$ cat src/rtl/pi_window_pkg.sv
// pi_window_pkg: shared types and constants for the PI window bridge.
//   - pi_state_t   : bridge FSM states (ST_PREFETCH exists only when
//                    PI_READ_PREFETCH_EN is defined)
//   - AD_W, PI_AW  : PI AD bus width and full PI address width
//   - LOG2_W       : width of one packed window-size field
//   - SI_*         : bit positions of the four PI strobes in the sync vector
//   - win_field()  : pulls field <idx> of <width> bits out of a packed
//                    per-window parameter vector
package pi_window_pkg;

    localparam int AD_W        = 16;
    localparam int PI_AW       = 32;
    localparam int LOG2_W      = 5;
    localparam int MAX_WIN     = 8;
    localparam int FIELD_VEC_W = MAX_WIN * PI_AW;
    localparam int CNT_W       = 4;
    localparam int INC_W       = 13;

    // Strobe vector layout; ALEs idle low, PI strobes idle high.
    localparam int NUM_STROBES = 4;
    localparam int SI_ALEH     = 0;
    localparam int SI_ALEL     = 1;
    localparam int SI_RD_N     = 2;
    localparam int SI_WR_N     = 3;
    localparam logic [NUM_STROBES-1:0] STROBE_IDLE = 4'b1100;

    typedef enum logic [2:0] {
        ST_IDLE       = 3'd0,
        ST_RD_ACCESS  = 3'd1,
        ST_RD_HOLD    = 3'd2,
        ST_WR_PULSE   = 3'd3,
`ifdef PI_READ_PREFETCH_EN
        ST_WR_RECOVER = 3'd4,
        ST_PREFETCH   = 3'd5
`else
        ST_WR_RECOVER = 3'd4
`endif
    } pi_state_t;

    // Field <idx> of a packed vector whose fields are <width> bits each,
    // field 0 in the least significant bits.
    function automatic logic [PI_AW-1:0] win_field(input logic [FIELD_VEC_W-1:0] vec,
                                                   input int idx, input int width);
        logic [FIELD_VEC_W-1:0] shifted;
        logic [PI_AW-1:0]       mask;
        shifted = vec >> (idx * width);
        mask    = (width >= PI_AW) ? '1 : ((PI_AW'(1) << width) - PI_AW'(1));
        return shifted[PI_AW-1:0] & mask;
    endfunction

endpackage

$ cat src/rtl/pi_strobe_sync.sv
// pi_strobe_sync: SYNC_STAGES-deep synchroniser for the four PI strobes
// with edge detection on the last two stages.
//   clk, rst : clock, asynchronous active-high reset (stages load idle levels)
//   raw      : asynchronous strobes {write_n, read_n, alel, aleh}
//   level    : fully synchronised level (last stage)
//   rise     : one-clock pulse on a synchronised 0->1 transition
//   fall     : one-clock pulse on a synchronised 1->0 transition
module pi_strobe_sync
    import pi_window_pkg::*;
#(
    parameter int SYNC_STAGES = 2
) (
    input  logic                   clk,
    input  logic                   rst,
    input  logic [NUM_STROBES-1:0] raw,
    output logic [NUM_STROBES-1:0] level,
    output logic [NUM_STROBES-1:0] rise,
    output logic [NUM_STROBES-1:0] fall
);

    logic [NUM_STROBES-1:0] stage [SYNC_STAGES];

    always_ff @(posedge clk or posedge rst) begin
        if (rst) begin
            for (int i = 0; i < SYNC_STAGES; i++) stage[i] <= STROBE_IDLE;
        end else begin
            stage[0] <= raw;
            for (int i = 1; i < SYNC_STAGES; i++) stage[i] <= stage[i-1];
        end
    end

    // stage[SYNC_STAGES-2] is the newer sample, stage[SYNC_STAGES-1] the older.
    assign level = stage[SYNC_STAGES-1];
    assign rise  = stage[SYNC_STAGES-2] & ~stage[SYNC_STAGES-1];
    assign fall  = ~stage[SYNC_STAGES-2] & stage[SYNC_STAGES-1];

endmodule

$ cat src/rtl/pi_window_bridge.sv
// pi_window_bridge: N64 PI-bus slave front end. Latches the multiplexed PI
// address, decodes it against NUM_WIN windows and runs timed flash
// read/write cycles, returning read data on AD. A sticky boot_mode flag
// gates boot-only windows until the boot-exit write is seen.
// Optional feature: define PI_READ_PREFETCH_EN to prefetch the next
// halfword after each read into a tagged one-entry buffer.
//   clk, cold_reset          : clock, asynchronous active-high reset
//   ad_in / ad_out / ad_oe   : PI AD bus in, drive value, drive enable
//   aleh, alel               : PI address latch enables (high/low half)
//   read_n, write_n          : PI strobes, active-low
//   mem_addr, mem_ce_n, mem_oe_n, mem_we_n, mem_wdata, mem_rdata, mem_dir
//                            : parallel flash interface (mem_dir=1: FPGA drives)
//   win_hit                  : registered one-hot decode of the latched address
//   boot_mode                : 1 from reset until the boot-exit write
// Read handshake: a synchronised read_n fall with a hit starts the flash
// access; ad_oe rises with valid ad_out and holds until read_n rises.
module pi_window_bridge
    import pi_window_pkg::*;
#(
    parameter int                      NUM_WIN        = 4,
    parameter logic [NUM_WIN*32-1:0]   WIN_BASE       = {32'h1EC00000, 32'h10C00000,
                                                         32'h10001000, 32'h10000000},
    parameter logic [NUM_WIN*5-1:0]    WIN_LOG2       = {5'd20, 5'd20, 5'd17, 5'd6},
    parameter int                      MEM_AW         = 19,
    parameter logic [NUM_WIN*MEM_AW-1:0] WIN_OFFSET   = '0,
    parameter logic [NUM_WIN-1:0]      BOOT_ONLY      = 4'b1110,
    parameter int                      SYNC_STAGES    = 2,
    parameter int                      RD_CYCLES      = 4,
    parameter int                      WE_CYCLES      = 3,
    parameter logic [31:0]             BOOT_EXIT_ADDR = 32'h1E400600,
    parameter logic [15:0]             BOOT_EXIT_DATA = 16'h0012
) (
    input  logic              clk,
    input  logic              cold_reset,
    input  logic [15:0]       ad_in,
    output logic [15:0]       ad_out,
    output logic              ad_oe,
    input  logic              aleh,
    input  logic              alel,
    input  logic              read_n,
    input  logic              write_n,
    output logic [MEM_AW-1:0] mem_addr,
    output logic              mem_ce_n,
    output logic              mem_oe_n,
    output logic              mem_we_n,
    output logic [15:0]       mem_wdata,
    input  logic [15:0]       mem_rdata,
    output logic              mem_dir,
    output logic [NUM_WIN-1:0] win_hit,
    output logic              boot_mode
);

    localparam logic [FIELD_VEC_W-1:0] BASE_V = FIELD_VEC_W'(WIN_BASE);
    localparam logic [FIELD_VEC_W-1:0] LOG2_V = FIELD_VEC_W'(WIN_LOG2);
    localparam logic [FIELD_VEC_W-1:0] OFF_V  = FIELD_VEC_W'(WIN_OFFSET);

    logic [PI_AW-1:0]       addr;
    logic [INC_W-1:0]       inc;
    pi_state_t              state;
    logic [CNT_W-1:0]       cnt;
    logic                   pending;
    logic [NUM_STROBES-1:0] lvl, rise, fall;
    logic                   ale_act, rd_fall, rd_rise, wr_fall, wr_rise;
    logic [NUM_WIN-1:0]     hit_vec;
    logic                   hit_any;
    logic [MEM_AW-1:0]      hit_addr, off_i;
    logic [PI_AW-1:0]       base_i;
    logic [LOG2_W-1:0]      log2_i;
`ifdef PI_READ_PREFETCH_EN
    logic                   pf_valid;
    logic [MEM_AW-1:0]      pf_tag;
    logic [15:0]            pf_buf;
`endif

    pi_strobe_sync #(.SYNC_STAGES(SYNC_STAGES)) u_sync (
        .clk   (clk),
        .rst   (cold_reset),
        .raw   ({write_n, read_n, alel, aleh}),
        .level (lvl),
        .rise  (rise),
        .fall  (fall)
    );

    // Any synchronised ALE level or edge counts as address-phase activity.
    assign ale_act = lvl[SI_ALEH] | lvl[SI_ALEL] | rise[SI_ALEH] | rise[SI_ALEL]
                   | fall[SI_ALEH] | fall[SI_ALEL];
    assign rd_fall = fall[SI_RD_N];
    assign rd_rise = rise[SI_RD_N];
    assign wr_fall = fall[SI_WR_N];
    assign wr_rise = rise[SI_WR_N];

    // Descending scan so the lowest matching index is the one left standing.
    always_comb begin
        hit_vec  = '0;
        hit_any  = 1'b0;
        hit_addr = '0;
        base_i   = '0;
        log2_i   = '0;
        off_i    = '0;
        for (int i = NUM_WIN - 1; i >= 0; i--) begin
            base_i = win_field(BASE_V, i, PI_AW);
            log2_i = LOG2_W'(win_field(LOG2_V, i, LOG2_W));
            off_i  = MEM_AW'(win_field(OFF_V, i, MEM_AW));
            if (((addr >> log2_i) == (base_i >> log2_i)) && (!BOOT_ONLY[i] || boot_mode)) begin
                hit_vec    = '0;
                hit_vec[i] = 1'b1;
                hit_any    = 1'b1;
                hit_addr   = off_i + MEM_AW'((addr - base_i) >> 1) + MEM_AW'(inc);
            end
        end
    end

    // Address latch, burst increment, decode register and boot flag.
    always_ff @(posedge clk or posedge cold_reset) begin
        if (cold_reset) begin
            addr      <= '0;
            inc       <= '0;
            win_hit   <= '0;
            boot_mode <= 1'b1;
        end else begin
            if (lvl[SI_ALEL] && !lvl[SI_ALEH]) begin
                addr[15:0] <= ad_in;
                inc        <= '0;
            end else begin
                if (lvl[SI_ALEL] && lvl[SI_ALEH]) addr[31:16] <= ad_in;
                if (rd_rise || wr_rise) inc <= inc + INC_W'(1);
            end
            win_hit <= hit_vec;
            if (wr_fall && addr == BOOT_EXIT_ADDR && ad_in == BOOT_EXIT_DATA) boot_mode <= 1'b0;
        end
    end

    always_ff @(posedge clk or posedge cold_reset) begin
        if (cold_reset) begin
            state     <= ST_IDLE;
            cnt       <= '0;
            pending   <= 1'b0;
            ad_out    <= '0;
            ad_oe     <= 1'b0;
            mem_addr  <= '0;
            mem_ce_n  <= 1'b1;
            mem_oe_n  <= 1'b1;
            mem_we_n  <= 1'b1;
            mem_wdata <= '0;
            mem_dir   <= 1'b0;
`ifdef PI_READ_PREFETCH_EN
            pf_valid  <= 1'b0;
            pf_tag    <= '0;
            pf_buf    <= '0;
`endif
        end else begin
            // One-deep: a second fall while the flag is set changes nothing.
            if (rd_fall && state != ST_IDLE) pending <= 1'b1;
            if (ale_act && state != ST_IDLE) begin
                state    <= ST_IDLE;
                mem_ce_n <= 1'b1;
                mem_oe_n <= 1'b1;
                mem_we_n <= 1'b1;
                mem_dir  <= 1'b0;
                ad_oe    <= 1'b0;
                pending  <= 1'b0;
            end else begin
                case (state)
                    ST_IDLE: begin
                        // A deferred read is only worth starting while the
                        // host still holds read_n low and no write is active.
                        if (rd_fall || (pending && !lvl[SI_RD_N] && lvl[SI_WR_N])) begin
                            pending <= 1'b0;
                            if (hit_any) begin
                                mem_addr <= hit_addr;
                                mem_ce_n <= 1'b0;
                                mem_oe_n <= 1'b0;
                                cnt      <= '0;
                                state    <= ST_RD_ACCESS;
`ifdef PI_READ_PREFETCH_EN
                                if (pf_valid && pf_tag == hit_addr) begin
                                    ad_out <= pf_buf;
                                    ad_oe  <= 1'b1;
                                    state  <= ST_RD_HOLD;
                                end
`endif
                            end
                        end else if (wr_fall && hit_any) begin
                            mem_addr  <= hit_addr;
                            mem_wdata <= ad_in;
                            mem_dir   <= 1'b1;
                            mem_ce_n  <= 1'b0;
                            mem_we_n  <= 1'b0;
                            cnt       <= '0;
                            state     <= ST_WR_PULSE;
                        end else if (pending && lvl[SI_RD_N]) begin
                            pending <= 1'b0;
                        end
                    end
                    ST_RD_ACCESS: begin
                        if (rd_rise) begin
                            mem_ce_n <= 1'b1;
                            mem_oe_n <= 1'b1;
                            state    <= ST_IDLE;
                        end else if (cnt == CNT_W'(RD_CYCLES - 1)) begin
                            ad_out <= mem_rdata;
                            ad_oe  <= 1'b1;
                            state  <= ST_RD_HOLD;
                        end else begin
                            cnt <= cnt + CNT_W'(1);
                        end
                    end
                    ST_RD_HOLD: begin
                        if (rd_rise) begin
                            ad_oe <= 1'b0;
`ifdef PI_READ_PREFETCH_EN
                            // Flash stays selected and walks on to the next halfword.
                            mem_addr <= mem_addr + MEM_AW'(1);
                            cnt      <= '0;
                            state    <= ST_PREFETCH;
`else
                            mem_ce_n <= 1'b1;
                            mem_oe_n <= 1'b1;
                            state    <= ST_IDLE;
`endif
                        end
                    end
`ifdef PI_READ_PREFETCH_EN
                    ST_PREFETCH: begin
                        if (cnt == CNT_W'(RD_CYCLES - 1)) begin
                            pf_buf   <= mem_rdata;
                            pf_tag   <= mem_addr;
                            pf_valid <= 1'b1;
                            mem_ce_n <= 1'b1;
                            mem_oe_n <= 1'b1;
                            state    <= ST_IDLE;
                        end else begin
                            cnt <= cnt + CNT_W'(1);
                        end
                    end
`endif
                    ST_WR_PULSE: begin
                        if (cnt == CNT_W'(WE_CYCLES - 1)) begin
                            mem_ce_n <= 1'b1;
                            mem_we_n <= 1'b1;
                            state    <= ST_WR_RECOVER;
                        end else begin
                            cnt <= cnt + CNT_W'(1);
                        end
                    end
                    ST_WR_RECOVER: begin
                        mem_dir <= 1'b0;
                        state   <= ST_IDLE;
                    end
                    default: state <= ST_IDLE;
                endcase
            end
`ifdef PI_READ_PREFETCH_EN
            if (ale_act || wr_fall) pf_valid <= 1'b0;
`endif
        end
    end

endmodule

$ cat config.mk
export PLATFORM = sky130hd
export DESIGN_NAME = pi_window_bridge
export DESIGN_NICKNAME = d
export VERILOG_FILES = /design/src/rtl/pi_window_pkg.sv /design/src/rtl/pi_strobe_sync.sv /design/src/rtl/pi_window_bridge.sv
export SDC_FILE = /design/constraint.sdc
export NUM_CORES = 1
export LEC_CHECK = 0
export ABC_CLOCK_PERIOD_IN_PS = 10900
export CORE_MARGIN = 1
export CORE_UTILIZATION = 59
export DETAILED_ROUTE_END_ITERATION = 16
export PLACE_DENSITY = 0.86
export SYNTH_ARGS = -nofsm -noshare
export SYNTH_HDL_FRONTEND = slang
export SYNTH_HIERARCHICAL = 1
export SYNTH_SLANG_ARGS = --single-unit
export TNS_END_PERCENT = 50
$ cat constraint.sdc
create_clock -name clk -period 10.9 [get_ports clk]
set_input_delay 2.18 -clock clk [delete_from_list [all_inputs] [get_ports clk]]
set_output_delay 2.18 -clock clk [all_outputs]
set_load 0.02 [all_outputs]
==> results.md <==
* Status: finished, final reports clean
* Synth warnings at 6
* Row count at 37
* Post-synth top area share at 44.5%
* Initial antenna violation count at 0
* First-pass GRT wire length at 26600 um
* Static leakage at 3.66 nW
* Largest net degree at the start of global routing at 71
* Via-to-Cell Ratio at 5.97
* Met3 Usage GRT at 7.66%
* Synthesis-to-layout area growth at 24.9%
* CP Cell Sequence: clkdlybuf4s50_1
* Final Critical Period at 3.91 ns
* Worst Path Buf+Inv at 1
* Sw Share at 25.7%
* Vias in the first global route at 5277
* Peak Freq at 0.255 GHz
* Synthesized flop and latch total at 122
* Critical path arrival at 1.73 ns
* Setup crit start kind: register
* Gr usage total at 30.9%
* Most common cell in the netlist: dfrtp_1
* CTS clk-pin slew, worst paths at 0.06 ns
* RSZ-0062 raised after global routing: false
* Post-DRT Antenna Nets at 0
* Seq/Total Area, Yosys at 47.7%
* Layout cells sized above 1 at 14.0%
* Ports at 99
* Buffers on Ports at 98
* Layout fillers at 692
* Final period util at 35.9%
* Post-synthesis cell count at 641
* Max-Cap Viols at 0
* Clock power share at 45.8%
* CTS tree: built
* Core area at 0.0104 mm2
* Die Y at 106 um
* GP Congestion at 0.946
* DR vias at 5241
* CP startpoint: boot_mode$_DFFE_PP1P_
* Final-report setup violation count at 0
* HP Class: register to register
* Dpl hpwl at 10900 um
* DRC at 0
* Logic pwr share at 11.6%
* Longest Clk Path Bufs at 2
* Avg Cell Area, Syn at 10.0 um2
* Top Usage Layer GRT: met2
* Placed inst area at 0.00745 mm2
* Post-cts resize count at 0
* Reg-to-reg critical path startpoint: u_sync/level[0]$_DFF_PP0_
* Power per Cell Area at 149 mW/mm2
* Crit path kind: register to output port
* Most frequent cells after synthesis: 114 x dfrtp_1, 109 x nand2_1, 50 x nor2_1
* # clock sinks at 122
* Max VDD drop at 0.112 mV
* H-tree levels at 4
* Grt total ovfl at 0
* Final wirelength at 16300 um
* WL/cell at 18.5 um
* EDFF count, synth at 0
* Psw at 0.307 mW
* Worst hold start: u_sync/stage[7]$_DFF_PP1_
* Initial DRC Count at 369
* Met2 usage at 47.9%
* Slew Limit Fails at 0
* Post-synth cell types at 65
* Pwr Total at 1.20 mW
* Yosys top cell by area: dfrtp_1
* Antenna cell count at 0
* Nets at 790
* Post-CTS Setup Bufs at 0
* Most used DFF post-synth: dfrtp_1
* Post-Syn Area at 0.00642 mm2
* Slowest stage delay, CP at 0.62 ns
* Syn nets at 700
* Clk_lat worst skew at 0.52 ns
* Crit path max-delay family: buffers and inverters
* Clock root buffer: clkbuf_8
* CTS buffer count at 17
* Slowest stage cell on the critical path: clkdlybuf4s50_1
* Crit-path max FO at 7
* Area contributors post-synth: dfrtp_1 44%, mux2_2 7.4%, nand2_1 6.4%
* CP Data Required Time at 8.72 ns
* Final instance area at 0.00801 mm2
* Setup TNS at 0 ns
* Slew @ Worst Pin at 1.33 ns
* Cell internal pwr at 0.888 mW
* Slew headroom at 11.0%
* First drt pass iteration count at 5
* Post-synth ARST share at 100%
* Initial Util at 61.6%
* Final hold viol count at 0
* Cts hold-fix bufs at 0
* Die area at 0.0113 mm2
* Part of the power in registers at 42.7%
* GR Util met1 at 41.8%
* Skew final at 0.00807 ns
* CP Capture Type: output port
* Die X at 106 um
==> area by class of cell <==
type / count / area, um2 / share of cell area (%)
well taps: 136 / 170 / 2.12
multi-input cells: 476 / 3160 / 39.5
flip-flops and latches: 122 / 3060 / 38.2
inverters: 14 / 55.1 / 0.687
clock inverters: 8 / 121 / 1.51
repair buffers: 100 / 996 / 12.4
clock buffers: 22 / 443 / 5.53
==> logic make-up after synthesis <==
logic type,after synthesis,share of synthesized area (%)
mux,53,9.26
flops,122,47.7
buf+inv,43,3.00
compound gates,105,11.1
fa+ha+maj,21,4.21
simple gates,263,20.0
xor+xnor,34,4.64
==> through the flow <==
stage | setup WS [ns] | cells | util [%] | hold WS, ns
floorplan | 5.71 | 641 | - | 0.356
finish | 6.99 | 878 | 76.9 | 0.377
CTS | 6.98 | 878 | 76.9 | 0.378
global route | 6.95 | 878 | 76.9 | 0.381
global placement | 6.98 | 848 | 71.5 | 0.361
detailed placement | 6.93 | 848 | 71.5 | 0.368
==> registers in the layout (all words and copies together) (netlist names) <==
register and count:
mem_wdata 16, inc 13, mem_dir 1, mem_we_n 1
mem_addr 19, state 3, ad_out 16, mem_oe_n 1
cnt 4, u_sync/level 4, u_sync/stage 4, pending 1
win_hit 4, mem_ce_n 1, ad_oe 1, addr 32
boot_mode 1
==> placed cells by master (no fill, tap or decap), types with 4 or more instances in the layout <==
cell	count
xor2_1	19
nand4_1	5
dfrtp_1	114
clkbuf_16	16
o21ai_1	7
mux2_2	42
o2111ai_1	4
mux2_1	9
clkbuf_1	4
ha_1	20
o21ai_0	29
a21o_1	9
nor3_1	13
o21a_1	6
nand2b_1	9
xnor2_1	15
and2b_2	8
a21oi_1	20
nand3_1	20
clkdlybuf4s50_1	98
nor4b_1	6
nor2_1	50
and3_1	9
dfstp_2	8
inv_1	13
nand2_1	109
nor4_1	4
==> routing by layer <==
| metal | up-vias | part of all wire, % |
|---|---|---|
| li1 | 2416 | - |
| met1 | 2543 | 43 |
| met2 | 236 | 48 |
| met3 | 46 | 6.8 |
| met4 | 0 | 2.6 |
| met5 | - | 0 |
==> power by group through the flow <==
stage,registers [mW],logic [mW],clock network (mW)
5_1_grt,0.511,0.153,0.567
4_1_cts,0.508,0.137,0.546
2_1_floorplan,0.499,0.102,0
3_5_place_dp,0.514,0.133,0
6_report,0.510,0.138,0.547
3_3_place_gp,0.513,0.128,0
==> path summary, 6_finish.rpt <==
check                                             to  slack [ns]  depth (start not counted)
hold / removal             u_sync/level[3]$_DFF_PP1_        0.38                          0
hold reg to reg            u_sync/level[3]$_DFF_PP1_        0.38                          0
setup / recovery                           boot_mode        6.99                          1
min in group asynchronous  u_sync/level[1]$_DFF_PP0_        2.01                          2
setup reg to reg               ad_out[0]$_DFFE_PP0P_        7.80                          7
max in group asynchronous     ad_out[14]$_DFFE_PP0P_        7.54                          3
Power figures use the tool's default switching activity.
